**config.mk**
```make
export PLATFORM = sky130hd
export DESIGN_NAME = uart_rx
export DESIGN_NICKNAME = d
export VERILOG_FILES = /design/src/rtl/uart_rx.sv
export SDC_FILE = /design/constraint.sdc
export NUM_CORES = 1
export LEC_CHECK = 0
export CAP_MARGIN = 30
export CORE_UTILIZATION = 49
export DETAILED_ROUTE_END_ITERATION = 6
export HOLD_SLACK_MARGIN = 0.06
export MAX_ROUTING_LAYER = met4
export PLACE_DENSITY_LB_ADDON = 0.08
export SLEW_MARGIN = 20
export SYNTH_ARGS = -nofsm -noshare
export SYNTH_HDL_FRONTEND = slang
export SYNTH_SLANG_ARGS = --single-unit
```
**constraint.sdc**
```tcl
create_clock -name clk -period 1.7 [get_ports clk]
set_input_delay 0.34 -clock clk [delete_from_list [all_inputs] [get_ports clk]]
set_output_delay 0.34 -clock clk [all_outputs]
set_load 0.02 [all_outputs]
```
**src/rtl/uart_rx.sv**
```systemverilog
// uart_rx: 8N1 UART receiver, half-bit centred sampling, one-entry holding register
// with valid/ready handshake and framing-error/overrun pulses.
module uart_rx #(
  parameter int CLK_FREQ     = 12000000,
  parameter int BAUD         = 115200,
  parameter int CLKS_PER_BIT = CLK_FREQ / BAUD
) (
  input  logic       clk,
  input  logic       reset,
  input  logic       serial_rxd,
  output logic [7:0] rx_data,
  output logic       rx_valid,
  input  logic       rx_ready,
  output logic       frame_err,
  output logic       overrun,
  output logic       busy
);
  localparam int CW = $clog2(CLKS_PER_BIT);
  localparam logic [CW-1:0] HALF = CW'(CLKS_PER_BIT / 2 - 1);
  localparam logic [CW-1:0] FULL = CW'(CLKS_PER_BIT - 1);
  typedef enum logic [2:0] {WAIT_IDLE, IDLE, START, DATA, STOP} state_t;
  state_t state_q, state_d;
  logic [1:0] sync_q;
  logic rxd_s;
  logic [CW-1:0] cnt_q, cnt_d;
  logic [2:0] idx_q, idx_d;
  logic [7:0] sh_q, sh_d, data_q, data_d;
  logic valid_q, valid_d, fe_q, fe_d, ov_q, ov_d;
  assign rxd_s = sync_q[1];
  always_ff @(posedge clk) begin
    if (reset) begin
      sync_q  <= 2'b11;
      state_q <= WAIT_IDLE;
      cnt_q   <= '0;
      idx_q   <= '0;
      sh_q    <= '0;
      data_q  <= '0;
      valid_q <= 1'b0;
      fe_q    <= 1'b0;
      ov_q    <= 1'b0;
    end else begin
      sync_q  <= {sync_q[0], serial_rxd};
      state_q <= state_d;
      cnt_q   <= cnt_d;
      idx_q   <= idx_d;
      sh_q    <= sh_d;
      data_q  <= data_d;
      valid_q <= valid_d;
      fe_q    <= fe_d;
      ov_q    <= ov_d;
    end
  end
  always_comb begin
    state_d = state_q;
    cnt_d   = cnt_q + CW'(1);
    idx_d   = idx_q;
    sh_d    = sh_q;
    data_d  = data_q;
    valid_d = valid_q & ~rx_ready;
    fe_d    = 1'b0;
    ov_d    = 1'b0;
    unique case (state_q)
      WAIT_IDLE: begin
        cnt_d = '0;
        if (rxd_s) state_d = IDLE;
      end
      IDLE: begin
        cnt_d = '0;
        if (!rxd_s) state_d = START;
      end
      START: if (cnt_q == HALF) begin
        cnt_d   = '0;
        idx_d   = '0;
        state_d = rxd_s ? IDLE : DATA;
      end
      DATA: if (cnt_q == FULL) begin
        cnt_d       = '0;
        sh_d[idx_q] = rxd_s;
        idx_d       = idx_q + 3'd1;
        if (idx_q == 3'd7) state_d = STOP;
      end
      STOP: if (cnt_q == FULL) begin
        cnt_d = '0;
        // a full register not drained this cycle keeps its byte; the new one is dropped
        if (!rxd_s) begin
          fe_d    = 1'b1;
          state_d = WAIT_IDLE;
        end else begin
          state_d = IDLE;
          if (valid_q && !rx_ready) ov_d = 1'b1;
          else begin
            data_d  = sh_q;
            valid_d = 1'b1;
          end
        end
      end
      default: state_d = WAIT_IDLE;
    endcase
  end
  assign rx_data   = data_q;
  assign rx_valid  = valid_q;
  assign frame_err = fe_q;
  assign overrun   = ov_q;
  assign busy      = state_q != IDLE;
endmodule
```
# ---- Yosys cells after proc, flatten, opt, wreduce, memory -nomap -nowiden
# Index checks and enable logic that the tools add are counted.
# W data, S select, Z words.
dict set report classes {
  n_mux 24
  addsub 2
  n_lt_le_gt_ge 2
  n_reduce_logical 13
  eq_ne 14
  n_bitwise 6
}
# operator count
set op_table {}
lappend op_table {{$mux W3} 8}
lappend op_table {{$pmux W7 S3} 1}
lappend op_table {{$pmux W3 S5} 1}
lappend op_table {{$mux W7} 2}
lappend op_table {{$ne A2 B2 Y1 const B} 6}
lappend op_table {{$bwmux W8} 1}
lappend op_table {{$mux W1} 8}
lappend op_table {{$add A7 B1 Y7 const B} 1}
lappend op_table {{$eq A7 B6 Y1 const B} 1}
lappend op_table {{$eq A7 B7 Y1 const B} 1}
lappend op_table {{$eq A3 B2 Y1 const B} 2}
lappend op_table {{$eq A3 B3 Y1 const B} 2}
lappend op_table {{$pmux W3 S2} 1}
lappend op_table {{$reduce_and A6 Y1} 1}
lappend op_table {{$not A1 Y1} 5}
lappend op_table {{$lt A3 B4 Y1 const B} 1}
lappend op_table {{$reduce_and A4 Y1} 1}
lappend op_table {{$reduce_or A2 Y1} 2}
lappend op_table {{$reduce_or A4 Y1} 1}
lappend op_table {{$add A3 B1 Y3 const B} 1}
lappend op_table {{$demux W1 S3} 1}
lappend op_table {{$eq A3 B1 Y1 const B} 1}
lappend op_table {{$ge A3 B1 Y1 const B} 1}
lappend op_table {{$logic_not A3 Y1} 1}
lappend op_table {{other kinds (9)} 10}
dict set report totals {
  word_cells 70
  output_inout_bits 12
  in_bits 4
  register_bits 34
}

# ---- Longest topological paths before layout
# Gate-level depths: netlist of run 1.
dict set report logic_depth {
  word_depth 6
  mapped_depth 8
  mapped_depth_nobuf 7
}

# ---- Worst setup path after synthesis of run 1
# Ideal clock, no wire load.
dict set report synth_timing {
  kind {register -> register}
  startpoint {reg cnt_q[0]}
  endpoint {reg data_q[0] (netlist: rx_data[0])}
  synth_period_minus_slack_ns 1.634
  required_time_ns 1.572
  path_stages_with_launch 9
  setup_ns 0.128
  arrival_ns 1.506
  n_path_buf 2
  slack_ns 0.066
  path_cell_list {dfxtp_1 -> ha_1 -> and2_1 -> buf_2 -> nand4_2 -> nor3b_2 -> buf_6 -> mux2i_1 -> nor2_1}
}
dict set report synth_between {
  elab_chain_cells 2
}
# item line
set synth_lines {}
lappend synth_lines {{start, declared} 25} ;# logic [CW-1:0] cnt_q, cnt_d;
lappend synth_lines {{start signal, assigned} 44} ;# cnt_q <= cnt_d;
lappend synth_lines {{$eq A7 B7 Y1} 82} ;# STOP: if (cnt_q == FULL) begin
lappend synth_lines {{$reduce_and A4 Y1 (no source line)} -}
lappend synth_lines {{end signal, assigned} 47} ;# data_q <= data_d;
lappend synth_lines {{end, declared} 27} ;# logic [7:0] sh_q, sh_d, data_q, data_d;
# No other way between the ends.
# A chain may end at the register's enable or synchronous reset.

# ---- Final worst setup path of run 1
dict set report layout_timing {
  startpoint {reg data_q[6] (netlist: rx_data[6])}
  endpoint {out rx_data[6]}
}
# item line
set layout_lines {}
lappend layout_lines {{end, declared} 11} ;# output logic [7:0] rx_data,
# No word-level cell between the ends.

==> results of run 1 <==
==> power breakdown <==
part	total [mW]	internal, mW	switching (mW)
clock network	0.481	0.199	0.283
logic	0.151	0.0650	0.0855
registers	0.813	0.807	0.00655
==> timing repair <==
action,4_1_cts,5_1_grt
setup endpoints to repair,2,14
buffers inserted,0,0
gates resized for setup,5,4
endpoints found under the hold margin,0,0
pin swaps,0,2
==> metal layers <==
layer | vias to the layer above | GRT usage | wire length, um
li1 | 635 | - | -
met1 | 597 | 0.2525 | 1377
met2 | 27 | 0.2956 | 1370
met3 | 7 | 0.04688 | 132
met4 | 0 | 0.1122 | 56
met5 | - | - | 0
==> area by class of cell <==
class                   instances  share of cell area
flip-flops and latches         34              0.3584
well taps                      31             0.02042
repair buffers                 34              0.1614
clock buffers                   6             0.02701
inverters                       3            0.005929
clock inverters                 2            0.006588
multi-input cells             117              0.4203
==> cells in the final DEF, fill, tap and decap left out, types with 2 or more instances in the layout <==
cell,synthesis,layout
a211oi_1,2,2
nand3b_1,2,2
o21ai_0,4,4
clkdlybuf4s50_1,0,13
ha_1,3,3
nor2_1,26,26
nand4_2,2,2
inv_1,3,3
clkbuf_4,0,5
or2_2,3,3
nand2b_1,6,6
nor3_1,3,3
xor2_1,3,3
nor4_1,3,3
buf_4,0,17
mux2i_1,14,14
a21oi_1,7,7
dfxtp_1,34,34
nand2_1,8,8
nor3b_2,3,3
nand3_1,8,8
nand4_1,2,2
==> cells by family after synthesis <==
kind of cell | after synthesis | synth area share
AND/OR/NAND/NOR | 74 | 0.2770
buffers and inverters | 14 | 0.04085
XOR/XNOR | 4 | 0.02288
multiplexers | 14 | 0.09150
flip-flops | 34 | 0.4444
AO/OA/AOI/OAI | 22 | 0.09886
adder cells (fa/ha/maj) | 3 | 0.02451
==> worst max-delay path by stage <==
stage,startpoint,end,slack (ns),depth (start not counted)
after floorplan,cnt_q[0]$_SDFF_PP0_,rx_data[0]$_SDFFE_PP0P_,0.07,8
after global placement,rx_ready,rx_data[4]$_SDFFE_PP0P_,0.04,6
after detailed placement,rx_ready,rx_data[4]$_SDFFE_PP0P_,-0.01,6
after CTS,rx_data[1]$_SDFFE_PP0P_,rx_data[1],0.03,1
after global routing,idx_q[1]$_SDFFE_PP0P_,state_q[1]$_SDFFE_PP0P_,-0.02,6
final,rx_data[6]$_SDFFE_PP0P_,rx_data[6],0.05,1
==> through the flow <==
step	hold WS (ns)	instances	setup TNS [ns]	total power [mW]	setup slack, ns
finish	0.4176	227	0	1.445	0.04890
global route	0.4402	227	-0.05930	1.499	-0.02139
CTS	0.4217	227	0	1.458	0.02705
detailed placement	0.3968	219	-0.01116	0.9877	-0.01005
global placement	0.3947	219	0	0.9869	0.04465
floorplan	0.3895	165	0	0.9204	0.06593
==> sequential cells by signal (all words and copies together) (netlist names) <==
| signal | cells |
|---|---|
| cnt_q | 7 |
| frame_err | 1 |
| idx_q | 3 |
| overrun | 1 |
| rx_data | 8 |
| rx_valid | 1 |
| sh_q | 8 |
| state_q | 3 |
| sync_q | 2 |
==> flow_metrics.py, run 1 <==
metrics = {
    "run_status": {
        "status": "finished with violations",
        "violations": "design-rule violations",
    },
    "floorplan": {
        "fp.dieH_um": 57.91,
        "core_mm2": 0.002853,
        "initial_utilization": 0.5368,
        "num_rows": 19,
        "die_w_um": 57.91,
        "pin_count": 16,
        "floorplan.die_area_mm2": 0.003353,
    },
    "timing": {
        "drv_slew": 0,
        "fin_worst_skew_ns": 0.01073,
        "setup_violations": 0,
        "relSlewSlack": 0.7601,
        "fin_crit_sh": 0.9712,
        "final_hold_viol_count": 0,
        "min_period_ns": 1.651,
        "worst_pin_slew_ns": 0.3592,
        "fmax_mhz": 605.7,
        "rsz0062_at_grt": "true",
    },
    "clock_tree": {
        "clockRootBuffer": "clkbuf_4",
        "cts_hold_buf": 0,
        "cts_tree": "yes",
        "clk_latency_ns": 0.35,
        "cts_sinks": 34,
        "numCtsBuffers": 5,
        "cts_buffer_depth": 2,
        "cts_max_level": 2,
        "path_clk_slew_ns": 0.10,
    },
    "route": {
        "ant_nets": 0,
        "dr.first_iter.drc_count": 32,
        "via_count": 1266,
        "wire_per_inst_um": 12.94,
        "viasPerCell": 5.577,
        "dr.pass1.iters": 6,
        "drc": 1,
        "wl_mm": 2.937,
    },
    "layout": {
        "fin_util": 0.6658,
        "drive_gt1_frac": 0.2092,
        "fin_nets": 202,
        "seq_area_um2": 680.7,
        "multi_input_area_um2": 798.3,
        "final_area_mm2": 0.001899,
        "num-fill-cells": 256,
        "area_growth_syn_to_layout_pct": 24.02,
        "diodes": 0,
    },
    "synthesis": {
        "synth_area_mm2": 0.001531,
        "yosys_warnings": 0,
        "ys_top_cells_by_count": "dfxtp_1, nor2_1, mux2i_1",
        "synth_edf_count": 0,
        "yosys.area.top_type": "dfxtp_1",
        "synth_area_leaders": "dfxtp_1, mux2i_1, nor2_1, nand3_1, ha_1",
        "syn_nets": 172,
        "synth_ff_type": "dfxtp_1",
        "synth-seq-cells": 34,
        "synth_top_area_share": 0.4444,
        "synth_cell_types": 40,
        "ys_async_sr_fraction": 0,
        "ys_seq_area_frac": 0.4444,
        "yosysMostFrequentCell": "dfxtp_1",
        "syn_inst": 165,
        "synth_area_per_cell_um2": 9.282,
    },
    "critical_path": {
        "worstRegToRegCells": 5,
        "cp-end-kind": "primary output",
        "crit_path_max_incr_delay_ns": 0.61,
        "worstPathArrival_ns": 1.31,
        "path_class": "flop to primary output",
        "critical-path-top-delay-family": "buffers and inverters",
        "cp-start-kind": "flop",
        "cpMaxStageDelayCell": "clkdlybuf4s50_1",
        "required_ns": 1.36,
        "path_cells": "clkdlybuf4s50_1",
        "worstReg2RegEnd": "state_q[2]$_SDFFE_PP0P_",
        "r2r_start": "cnt_q[3]$_SDFF_PP0_",
        "path_max_fanout": 2,
        "reg2reg_slack_ns": 0.09,
        "cp_num_buf_inv": 1,
    },
    "global_routing": {
        "grt_max_degree": 32,
        "grt_use_total": 0.2005,
        "overflow": 0,
        "grt_pass1_vias": 1127,
        "grt_antenna_before_repair": 0,
        "grt_pass1_wl_mm": 4.940,
    },
    "power_and_ir_drop": {
        "p_leak_nw": 0.7280,
        "power_density_mw_per_mm2": 761.0,
        "peakVddDrop_mv": 0.5272,
    },
    "hold_path": {
        "hold-path-cell-count": 1,
        "holdCritStartpoint": "sync_q[0]$_SDFF_PP1_",
        "min_to": "sync_q[1]$_SDFF_PP1_",
        "hold_path_class": "flop to flop",
    },
    "place": {
        "placed_area_mm2": 0.001824,
        "port_buffers": 15,
        "hpwlAfterDp_mm": 2.117,
        "place.gp.congestion": 0.9003,
    },
    "flow_run": {
        "cap_violations": 0,
    },
}
No activity file was read; power rests on OpenSTA's default activity.
==> inputs of run 2 (changes only) <==
--- a/config.mk
+++ b/config.mk
@@ -11,6 +11,7 @@
 export HOLD_SLACK_MARGIN = 0.06
 export MAX_ROUTING_LAYER = met4
 export PLACE_DENSITY_LB_ADDON = 0.08
+export RECOVER_POWER = 50
 export SLEW_MARGIN = 20
 export SYNTH_ARGS = -nofsm -noshare
 export SYNTH_HDL_FRONTEND = slang
==> run 2 against run 1 <==
- the flow still finishes with violations (design-rule violations)
- design area decreased by 0.86%
- die area unchanged
- power decreased by 0.22%
- hold slack about the same
- core utilization decreased by 0.57 points
- register-to-register slack about the same
- clock power about the same
- critical endpoint unchanged
- largest power group unchanged
==> flow_metrics.py, run 2 (same netlist as run 1, synthesis figures left out) <==
metrics = {
    "layout": {
        "multi_input_area_um2": 790.8,
        "fin_nets": 202,
        "mostFrequentLayoutCell": "dfxtp_1",
        "stdcell_count": 227,
        "seq_area_um2": 680.7,
        "fin_util": 0.6601,
        "area_growth_syn_to_layout_pct": 22.96,
        "num-fill-cells": 261,
        "final_area_mm2": 0.001883,
        "diodes": 0,
        "drive_gt1_frac": 0.2092,
        "mostFrequentLayoutCells": "dfxtp_1, nor2_1, buf_4",
    },
    "clock_tree": {
        "numCtsBuffers": 5,
        "cts_tree": "yes",
        "cts_sinks": 34,
        "clockRootBuffer": "clkbuf_4",
        "cts_buffer_depth": 2,
        "cts_setup_buffers": 0,
        "cts_max_level": 2,
        "clk_latency_ns": 0.34,
        "path_clk_slew_ns": 0.10,
    },
    "floorplan": {
        "pin_count": 16,
        "num_rows": 19,
        "initial_utilization": 0.5368,
        "floorplan.die_area_mm2": 0.003353,
        "fp.dieH_um": 57.91,
        "die_w_um": 57.91,
        "core_mm2": 0.002853,
    },
    "critical_path": {
        "path_class": "flop to primary output",
        "path_max_fanout": 2,
        "cp-start-kind": "flop",
        "cpMaxStageDelayCell": "clkdlybuf4s50_1",
        "critical-path-top-delay-family": "buffers and inverters",
        "cp-end-kind": "primary output",
        "path_cells": "clkdlybuf4s50_1",
        "required_ns": 1.36,
        "worstPathArrival_ns": 1.31,
        "crit_start": "rx_data[6]$_SDFFE_PP0P_",
        "cp_num_buf_inv": 1,
        "crit_path_max_incr_delay_ns": 0.61,
        "r2r_start": "state_q[0]$_SDFFE_PP0P_",
    },
    "timing": {
        "fin_worst_skew_ns": 0.008751,
        "relSlewSlack": 0.7369,
        "fin_crit_sh": 0.9688,
        "finalSetupTns_ns": 0,
        "fmax_mhz": 607.1,
        "finalWorstSetupSlack_ns": 0.05296,
        "final_hold_viol_count": 0,
        "rsz0062_at_grt": "true",
        "drv_slew": 0,
        "worst_pin_slew_ns": 0.3939,
        "setup_violations": 0,
        "min_period_ns": 1.647,
    },
    "place": {
        "dp.cells": 219,
        "port_buffers": 15,
        "placed_area_mm2": 0.001824,
        "hpwlAfterDp_mm": 2.117,
        "place.gp.congestion": 0.9003,
        "post-place-ws_ns": -0.01005,
    },
    "global_routing": {
        "use_met2": 0.2956,
        "grt_use_total": 0.2005,
        "grt_max_degree": 32,
        "grt_pass1_wl_mm": 4.940,
        "busiest_layer": "met2",
        "overflow": 0,
        "grt_pass1_vias": 1127,
        "met3_usage": 0.04688,
        "grt_antenna_before_repair": 0,
        "met1_usage": 0.2525,
    },
    "power_and_ir_drop": {
        "power_density_mw_per_mm2": 765.8,
        "switching_share": 0.2581,
        "internal_power_mw": 1.070,
        "p_leak_nw": 0.7070,
        "comb_power_share": 0.104,
        "power.share.clock": 0.332,
        "peakVddDrop_mv": 0.5269,
        "p_sw_mw": 0.3722,
        "power_frac_seq": 0.564,
    },
    "run_status": {
        "violations": "design-rule violations",
        "status": "finished with violations",
    },
    "route": {
        "ant_nets": 0,
        "viasPerCell": 5.581,
        "dr.pass1.iters": 6,
        "dr.first_iter.drc_count": 32,
        "wl_mm": 2.941,
        "wire_per_inst_um": 12.96,
        "drc": 1,
        "via_count": 1267,
    },
    "hold_path": {
        "hold_path_class": "flop to flop",
        "holdCritStartpoint": "sync_q[0]$_SDFF_PP1_",
    },
    "flow_run": {
        "cap_violations": 0,
    },
}
## run 2: cell types whose count changed in the layout (fill, tap and decap cells not counted), sizes merged
cell,previous run,this run
dlygate4sd3,0,1
dlymetal6s2s,1,0
clkbuf,6,7
clkdlybuf4s50,13,12
## run 2: final cells by class
cell class / count / share of cell area
clock buffers: 6 / 0.02724
clock inverters: 2 / 0.006645
inverters: 3 / 0.005980
multi-input cells: 117 / 0.4199
flip-flops and latches: 34 / 0.3615
well taps: 31 / 0.02060
repair buffers: 34 / 0.1581
## run 2: path summary, 6_finish.rpt
path              depth (start not counted)                   end  slack (ns)
hold reg to reg                           1  sync_q[1]$_SDFF_PP1_        0.42
setup / recovery                          1            rx_data[6]        0.05
setup reg to reg                          6  sh_q[6]$_SDFFE_PP0P_        0.09
hold / removal                            1  sync_q[1]$_SDFF_PP1_        0.42
## run 2: metrics by stage
step           power, mW  hold WS [ns]
5_1_grt            1.498        0.4402
2_1_floorplan     0.9204        0.3895
4_1_cts            1.458        0.4217
3_5_place_dp      0.9877        0.3968
6_report           1.442        0.4177
3_3_place_gp      0.9869        0.3947
## run 2: power groups by stage
stage / clock [mW] / sequential, mW / combinational, mW
floorplan: 0 / 0.827 / 0.0930
global placement: 0 / 0.831 / 0.156
detailed placement: 0 / 0.831 / 0.156
CTS: 0.495 / 0.813 / 0.150
global route: 0.521 / 0.815 / 0.162
finish: 0.479 / 0.813 / 0.150
## run 2: what timing repair did
item | in CTS | in global routing
hold buffers | 0 | 0
hold endpoints to repair | 0 | 0
setup endpoints to repair | 2 | 14
pin swaps | 0 | 2
resized for setup | 5 | 4
## run 2: per-layer routing
metal	part of all wire	vias to the layer above	wire [um]
met5	0	-	0
met4	0.020	0	59
met3	0.044	8	128
met2	0.45	35	1332
met1	0.48	584	1422
li1	-	640	-
==> inputs of run 3 (changes only) <==
--- a/config.mk
+++ b/config.mk
@@ -12,7 +12,7 @@
 export MAX_ROUTING_LAYER = met4
 export PLACE_DENSITY_LB_ADDON = 0.08
 export RECOVER_POWER = 50
-export SLEW_MARGIN = 20
+export SLEW_MARGIN = 25
 export SYNTH_ARGS = -nofsm -noshare
 export SYNTH_HDL_FRONTEND = slang
 export SYNTH_SLANG_ARGS = --single-unit
==> results of run 3 <==
Final layout, timing and power as in run 2 (identical DEF).
